==> src/rtl/pirdsp_frac_accumulator.sv <==
// pirdsp_frac_accumulator: accumulates multiplier products per group, as one full-width word or two independent half-width lanes
module pirdsp_frac_accumulator #(
  parameter int ACC_W = 32,
  parameter int CNT_W = 8,
  parameter int SATURATE = 1
) (
  input  logic             clk,
  input  logic             reset,
  input  logic [15:0]      C_in,
  input  logic             in_valid,
  input  logic             in_last,
  input  logic             in_sign,
  input  logic             HALF_1,
  output logic [ACC_W-1:0] acc_out,
  output logic             out_valid,
  output logic [1:0]       out_ovf,
  output logic [CNT_W-1:0] out_count,
  output logic             mode_err
);
  localparam int L = ACC_W / 2;
  typedef enum logic {IDLE, ACCUM} state_t;
  state_t state, state_n;
  logic mode_q, sign_q, first, mode_e, sign_e, f_ov, fs;
  logic [ACC_W-1:0] acc_q, acc_n, ext_f, ext, full_r;
  logic [ACC_W:0] f_sum;
  logic [1:0][L-1:0] ext_l, lane_r;
  logic [1:0] lane_ov, ovf_q, ovf_n;
  logic [CNT_W-1:0] cnt_q, cnt_n;
  assign first = state == IDLE;
  assign mode_e = first ? HALF_1 : mode_q;
  assign sign_e = first ? in_sign : sign_q;
  assign ext_f = {{(ACC_W-16){sign_e & C_in[15]}}, C_in};
  assign ext = mode_e ? ext_l : ext_f;
  assign f_sum = {1'b0, acc_q} + {1'b0, ext_f};
  assign fs = acc_q[ACC_W-1];
  assign f_ov = sign_q ? (fs == ext_f[ACC_W-1] && f_sum[ACC_W-1] != fs) : f_sum[ACC_W];
  assign full_r = (f_ov && SATURATE != 0) ? (sign_q ? {fs, {(ACC_W-1){~fs}}} : {ACC_W{1'b1}}) : f_sum[ACC_W-1:0];
  // lanes are summed separately so no carry can leak from lane0 into lane1
  for (genvar g = 0; g < 2; g++) begin : g_lane
    logic [L:0] ls;
    logic s;
    assign ext_l[g] = {{(L-8){sign_e & C_in[8*g+7]}}, C_in[8*g+:8]};
    assign ls = {1'b0, acc_q[L*g+:L]} + {1'b0, ext_l[g]};
    assign s = acc_q[L*g+L-1];
    assign lane_ov[g] = sign_q ? (s == ext_l[g][L-1] && ls[L-1] != s) : ls[L];
    assign lane_r[g] = (lane_ov[g] && SATURATE != 0) ? (sign_q ? {s, {(L-1){~s}}} : {L{1'b1}}) : ls[L-1:0];
  end
  always_comb begin
    state_n = state;
    acc_n = acc_q;
    cnt_n = cnt_q;
    ovf_n = ovf_q;
    if (in_valid) begin
      state_n = in_last ? IDLE : ACCUM;
      acc_n = first ? ext : mode_q ? lane_r : full_r;
      cnt_n = first ? CNT_W'(1) : &cnt_q ? cnt_q : cnt_q + 1'b1;
      ovf_n = first ? 2'b00 : ovf_q | (mode_q ? lane_ov : {1'b0, f_ov});
    end
  end
  always_ff @(posedge clk) begin
    if (reset) begin
      state <= IDLE;
      mode_q <= 1'b0;
      sign_q <= 1'b0;
      acc_q <= '0;
      cnt_q <= '0;
      ovf_q <= '0;
      acc_out <= '0;
      out_valid <= 1'b0;
      out_ovf <= '0;
      out_count <= '0;
      mode_err <= 1'b0;
    end else begin
      state <= state_n;
      acc_q <= acc_n;
      cnt_q <= cnt_n;
      ovf_q <= ovf_n;
      if (first && in_valid) {mode_q, sign_q} <= {HALF_1, in_sign};
      out_valid <= in_valid && in_last;
      mode_err <= in_valid && !first && HALF_1 != mode_q;
      if (in_valid && in_last) begin
        acc_out <= acc_n;
        out_ovf <= ovf_n;
        out_count <= cnt_n;
      end
    end
  end
endmodule

==> config.mk <==
export PLATFORM = sky130hd
export DESIGN_NAME = pirdsp_frac_accumulator
export DESIGN_NICKNAME = d
export VERILOG_FILES = /design/src/rtl/pirdsp_frac_accumulator.sv
export SDC_FILE = /design/constraint.sdc
export NUM_CORES = 1
export LEC_CHECK = 0
export CELL_PAD_IN_SITES_DETAIL_PLACEMENT = 2
export CELL_PAD_IN_SITES_GLOBAL_PLACEMENT = 2
export CORE_MARGIN = 3
export CORE_UTILIZATION = 36
export CTS_BUF_LIST = sky130_fd_sc_hd__clkbuf_4
export CTS_CLUSTER_SIZE = 8
export DETAILED_ROUTE_END_ITERATION = 6
export PLACE_DENSITY = 0.89
export RECOVER_POWER = 50
export SLEW_MARGIN = 15
export SYNTH_ARGS = -nofsm -noshare
export SYNTH_HDL_FRONTEND = slang
export SYNTH_SLANG_ARGS = --single-unit
==> constraint.sdc <==
create_clock -name clk -period 5.28 [get_ports clk]
set_input_delay 1.056 -clock clk [delete_from_list [all_inputs] [get_ports clk]]
set_output_delay 1.056 -clock clk [all_outputs]
set_load 0.02 [all_outputs]
Yosys cells after proc, flatten, opt, wreduce, memory -nomap -nowiden
Index checks and enable logic that the tools add are counted.
{ "op_classes": {"muxes": 22, "reduce_logical": 8, "div": 0, "n_bitwise": 6, "magnitude_cmp": 0, "n_addsub": 4, "n_shift": 0, "n_eq_ne": 6, "n_mul": 0} }
{ "op_table": {"columns": ["operator", "n"], "rows": [
  ["$mux 32", 5],
  ["$mux 16", 4],
  ["$add 16x16->17", 2],
  ["$add 32x32->33", 1],
  ["$mux 24", 1],
  ["$mux 8", 3],
  ["$add 8x1->8 const B", 1],
  ["$reduce_and 8->1", 1],
  ["$logic_and 1x1->1", 7],
  ["$mux 1", 6],
  ["$mux 2", 3],
  ["$ne 1x1->1", 4],
  ["$not 1->1", 3],
  ["$and 1x1->1", 2],
  ["$eq 1x1->1", 2],
  ["$or 2x2->2", 1]
]} }
{ "word_totals": {"mem_bits_ro": 0, "reg_bits": 89, "mem_bits_rw": 0, "mem_count": 0, "latchBits": 0} }

Logic depth before layout (Yosys ltp)
Gate-level depths: netlist (run 1).
{ "logic_depth": {"depth_word": 10, "depth_mapped": 16} }

Worst setup path after synthesis (run 1)
Ideal clock, no wire load.
{ "synth_timing": {"path_type": "input-to-reg", "from": "input in_sign", "to": "register acc_out[3]", "required_time_ns": 5.140, "setup_ns": 0.140, "path_stages": 15, "path_slack_ns": 0.812, "path_buffers": 2, "t_arrival_ns": 4.328, "path_cell_list": "mux2i_1 -> nor2b_1 -> ha_1 -> buf_6 -> a21oi_4 -> o21ai_1 -> a211o_1 -> a21o_1 -> a22o_1 -> o31a_4 -> nor2_4 -> buf_6 -> nand2_2 -> a221oi_1 -> a211oi_1"} }
{ "synth_between": {"elab_chain_cells": 10, "elab_cells_between_ends": 18, "classes_between": "add/sub: 2; eq/ne: 4; mux: 8; bitwise: 2; reduce/logical: 2"} }
{ "synth_rtl": {"columns": ["element", "line_no", "text"], "rows": [
  ["start, declared", "12", "input logic in_sign,"],
  ["$mux 1 (*)", "31", "assign sign_e = first ? in_sign : sign_q;"],
  ["$and 1x1->1, on equally long branches", "32, 42", null],
  ["$add 32x32->33 / $add 16x16->17 (equally long branches)", "34, 43", null],
  ["$ne 1x1->1, on equally long branches", "36, 45", null],
  ["$logic_and 1x1->1, on equally long branches", "36, 45", null],
  ["$mux 1, on equally long branches", "36, 45", null],
  ["$mux 32 / $mux 16 (equally long branches)", "37, 46", null],
  ["$mux 32 (*) (2 in series)", "55", "acc_n = first ? ext : mode_q ? lane_r : full_r;"],
  ["$mux 32 (*)", "53", "if (in_valid) begin"],
  ["end signal, assigned", "82", "acc_out <= acc_n;"],
  ["end, declared", "14", "output logic [ACC_W-1:0] acc_out,"]
]} }
Mark *: on every way between the ends. The rest lies on a longest branch, timed or not.
A chain may end at the register's enable or synchronous reset.

Worst setup path in the final report (run 1)
Same ends and word-level chain as after synthesis.

==> impl_metrics.ini, run 1 <==
[run_status]
status = finished with violations
violations = capacitance limit, slew limit

[synthesis]
yosys.area.top_type_share_pct = 25.19
synth_warnings = 0
synth.area.top_cells = dfxtp_1 25%, ha_1 8.7%, a21oi_1 6.6%, nor2_1 6.1%, nand2_1 4.0%
syn_area_per_cell_um2 = 7.763
syn-num-nets = 984
ys_ff_latch = 89
syn-cell-area_mm2 = 0.007072
ys.flop_type = dfxtp_1
synth_edf_count = 0
synth_common_cells = 115 x nor2_1, 93 x a21oi_1, 89 x dfxtp_1
synthDistinctLibCells = 83
yosysMostFrequentCell = nor2_1
yosysTopAreaCell = dfxtp_1
ys_seq_area_share_pct = 25.19
async_flop_share_pct = 0
syn_inst = 911

[clock_network]
cts_resized = 0
clk_latency_ps = 480
holdBufCountCts = 0
clk_pin_slew_ps = 160
numClockSinks = 89
htree_levels = 3
cts_inserted_buffers = 9
cts_buffer_depth = 2
cts_tree = built
postCtsSetupRepairBufs = 0
cts-root-buf = clkbuf_4

[placement]
io_buffer_count = 65
placed_cell_area_mm2 = 0.008063
dpl.hpwl_um = 23080
placed_cells = 1218
place.gp.congestion = 0.9267

[grt]
grt_pass1_vias = 8528
grt_use_total_pct = 28.08
antenna_found_initial = 0
grt_max_degree = 93
grt_pass1_wl_um = 48440
grt.overflow.total = 0

[setup_path]
end_kind = flop
critPathLaunchType = primary input
crit_type = in2reg
cp.required_ps = 5530
slowest_stage = clkdlybuf4s50_1
cp_max_fo = 17
crit_arrival_ps = 5100
crit_chain = clkdlybuf4s50_1 > mux2i_1 > nor2b_1 > buf_12 > ha_1 > a21oi_4 > o21ai_1 > a211o_1 > a21o_1 > a22o_1 > o31a_4 > nor2_4 > nand2_2 > a221oi_1 > a211oi_1
critPathMaxStageDelay_ps = 530

[finish]
fillers = 2241
final_cells = 1234
nNetsFinal = 1042
multi_input_area_mm2 = 0.004975
area_growth_pct = 15.73
antenna_cells = 0
seqCellArea_mm2 = 0.001782
drive_above_1_share_pct = 8.727
fin_area_mm2 = 0.008184

[timing]
maxSlewViolCount = 55
hold_viol = 0
finalSetupTns_ps = 0
worstMarginPinSlew_ps = 2102
min_period_ps = 4844
fmax_mhz = 206.4
max_slew_margin_pct = -40.12
rsz0062_at_grt = false
period_share_pct = 91.75
skew_ps = 30.97
setup_viol = 0

[drt]
dr.pass1.iters = 5
drc = 0
drt_wl_total_um = 30580
routedWlPerCell_um = 24.78
viasPerCell = 6.207
drtIter0Drc = 423
vias = 7659
drt.antenna.violating_nets = 0

[job]
drv_cap = 1

[power_and_ir_drop]
ir_worst_vdd_uv = 120.9
leakagePower_nw = 3.298
powerDensity_mw_per_mm2 = 236.2

[floorplan]
io_pins = 66
start_util_pct = 37.18
die-width_um = 146.2
die_y_um = 146.2
num_rows = 50
die_area_mm2 = 0.02136
core-area_mm2 = 0.01902

[min_path]
hp-class = reg2reg
power by group:
part           internal [mW]  switching, mW
sequential             0.713         0.0447
clock                  0.145          0.270
combinational          0.278          0.483
flip-flops by register name, summed over array words and instances, names as in the netlist:
| register | count |
|---|---|
| acc_out | 32 |
| acc_q | 32 |
| cnt_q | 8 |
| out_count | 8 |
| out_ovf | 2 |
| ovf_q | 2 |
| mode_err | 1 |
| mode_q | 1 |
| out_valid | 1 |
| sign_q | 1 |
| state | 1 |
critical path: cells and delay by family:
family,cells,cell delay (ps)
mux,1,130
simple gates,3,810
compound gates,8,2020
fa+ha+maj,1,350
buf+inv,2,720
worst paths after layout:
| kind | from | to | slack [ps] | cells after the start |
|---|---|---|---|---|
| hold reg to reg | out_ovf[0] | out_ovf[0] | 480 | 2 |
| hold / removal | out_ovf[0] | out_ovf[0] | 480 | 2 |
| setup reg to reg | sign_q | acc_out[3] | 920 | 14 |
| setup / recovery | in_sign | acc_out[3] | 440 | 15 |
layer usage:
layer	global-route usage (%)	vias up	share of wire, %	wire length, um
met4	15.29	0	5.9	1816
met3	4.097	114	3.3	1016
li1	-	3497	-	-
met1	33.45	3834	42	12740
met5	0	-	0	0
met2	48.60	214	49	15010
cells in the final DEF, fill, tap and decap left out, types with 25 or more instances in the layout:
cell type / instances
nor2_1: 115
a21oi_1: 93
dfxtp_1: 89
nand2_1: 76
o21ai_0: 51
ha_1: 49
dlygate4sd3_1: 45
a211oi_1: 37
nor3_1: 31
xnor2_1: 26
buf_4: 26
inv_1: 25
metrics by stage:
step	util, %	power [mW]	worst slack (ps)	hold slack, ps
after CTS	43.12	1.934	535.9	480.2
after global routing	43.03	2.028	149.0	506.7
after detailed placement	42.39	1.520	56.22	460.9
after floorplan	-	1.249	812.2	457.4
final	43.03	1.933	435.8	476.8
after global placement	42.39	1.477	212.5	445.7
cell families after synthesis:
| group | share of synthesized area [%] |
|---|---|
| AOI/OAI and AO/OA | 33.60 |
| DFF | 25.19 |
| and+or+nand+nor | 21.39 |
| adders and majority gates | 9.236 |
| buffers and inverters | 4.459 |
| xor gates and xnor gates | 5.202 |
| muxes | 0.9200 |
final cells by class:
class / instances / share of cell area [%]
clock buffers: 9 / 0.8256
well taps: 260 / 3.975
flip-flops and latches: 89 / 21.77
multi-input cells: 749 / 60.79
clock inverters: 7 / 0.8561
inverters: 25 / 1.147
repair buffers: 95 / 10.64
Power figures use the tool's default switching activity.
==> run 2, diff against run 1 <==
--- a/config.mk
+++ b/config.mk
@@ -5,6 +5,7 @@
 export SDC_FILE = /design/constraint.sdc
 export NUM_CORES = 1
 export LEC_CHECK = 0
+export ABC_CLOCK_PERIOD_IN_PS = 5280
 export CELL_PAD_IN_SITES_DETAIL_PLACEMENT = 2
 export CELL_PAD_IN_SITES_GLOBAL_PLACEMENT = 2
 export CORE_MARGIN = 3
==> results of run 2 <==
No change in the layout: final DEF, timing and power equal those of run 1.
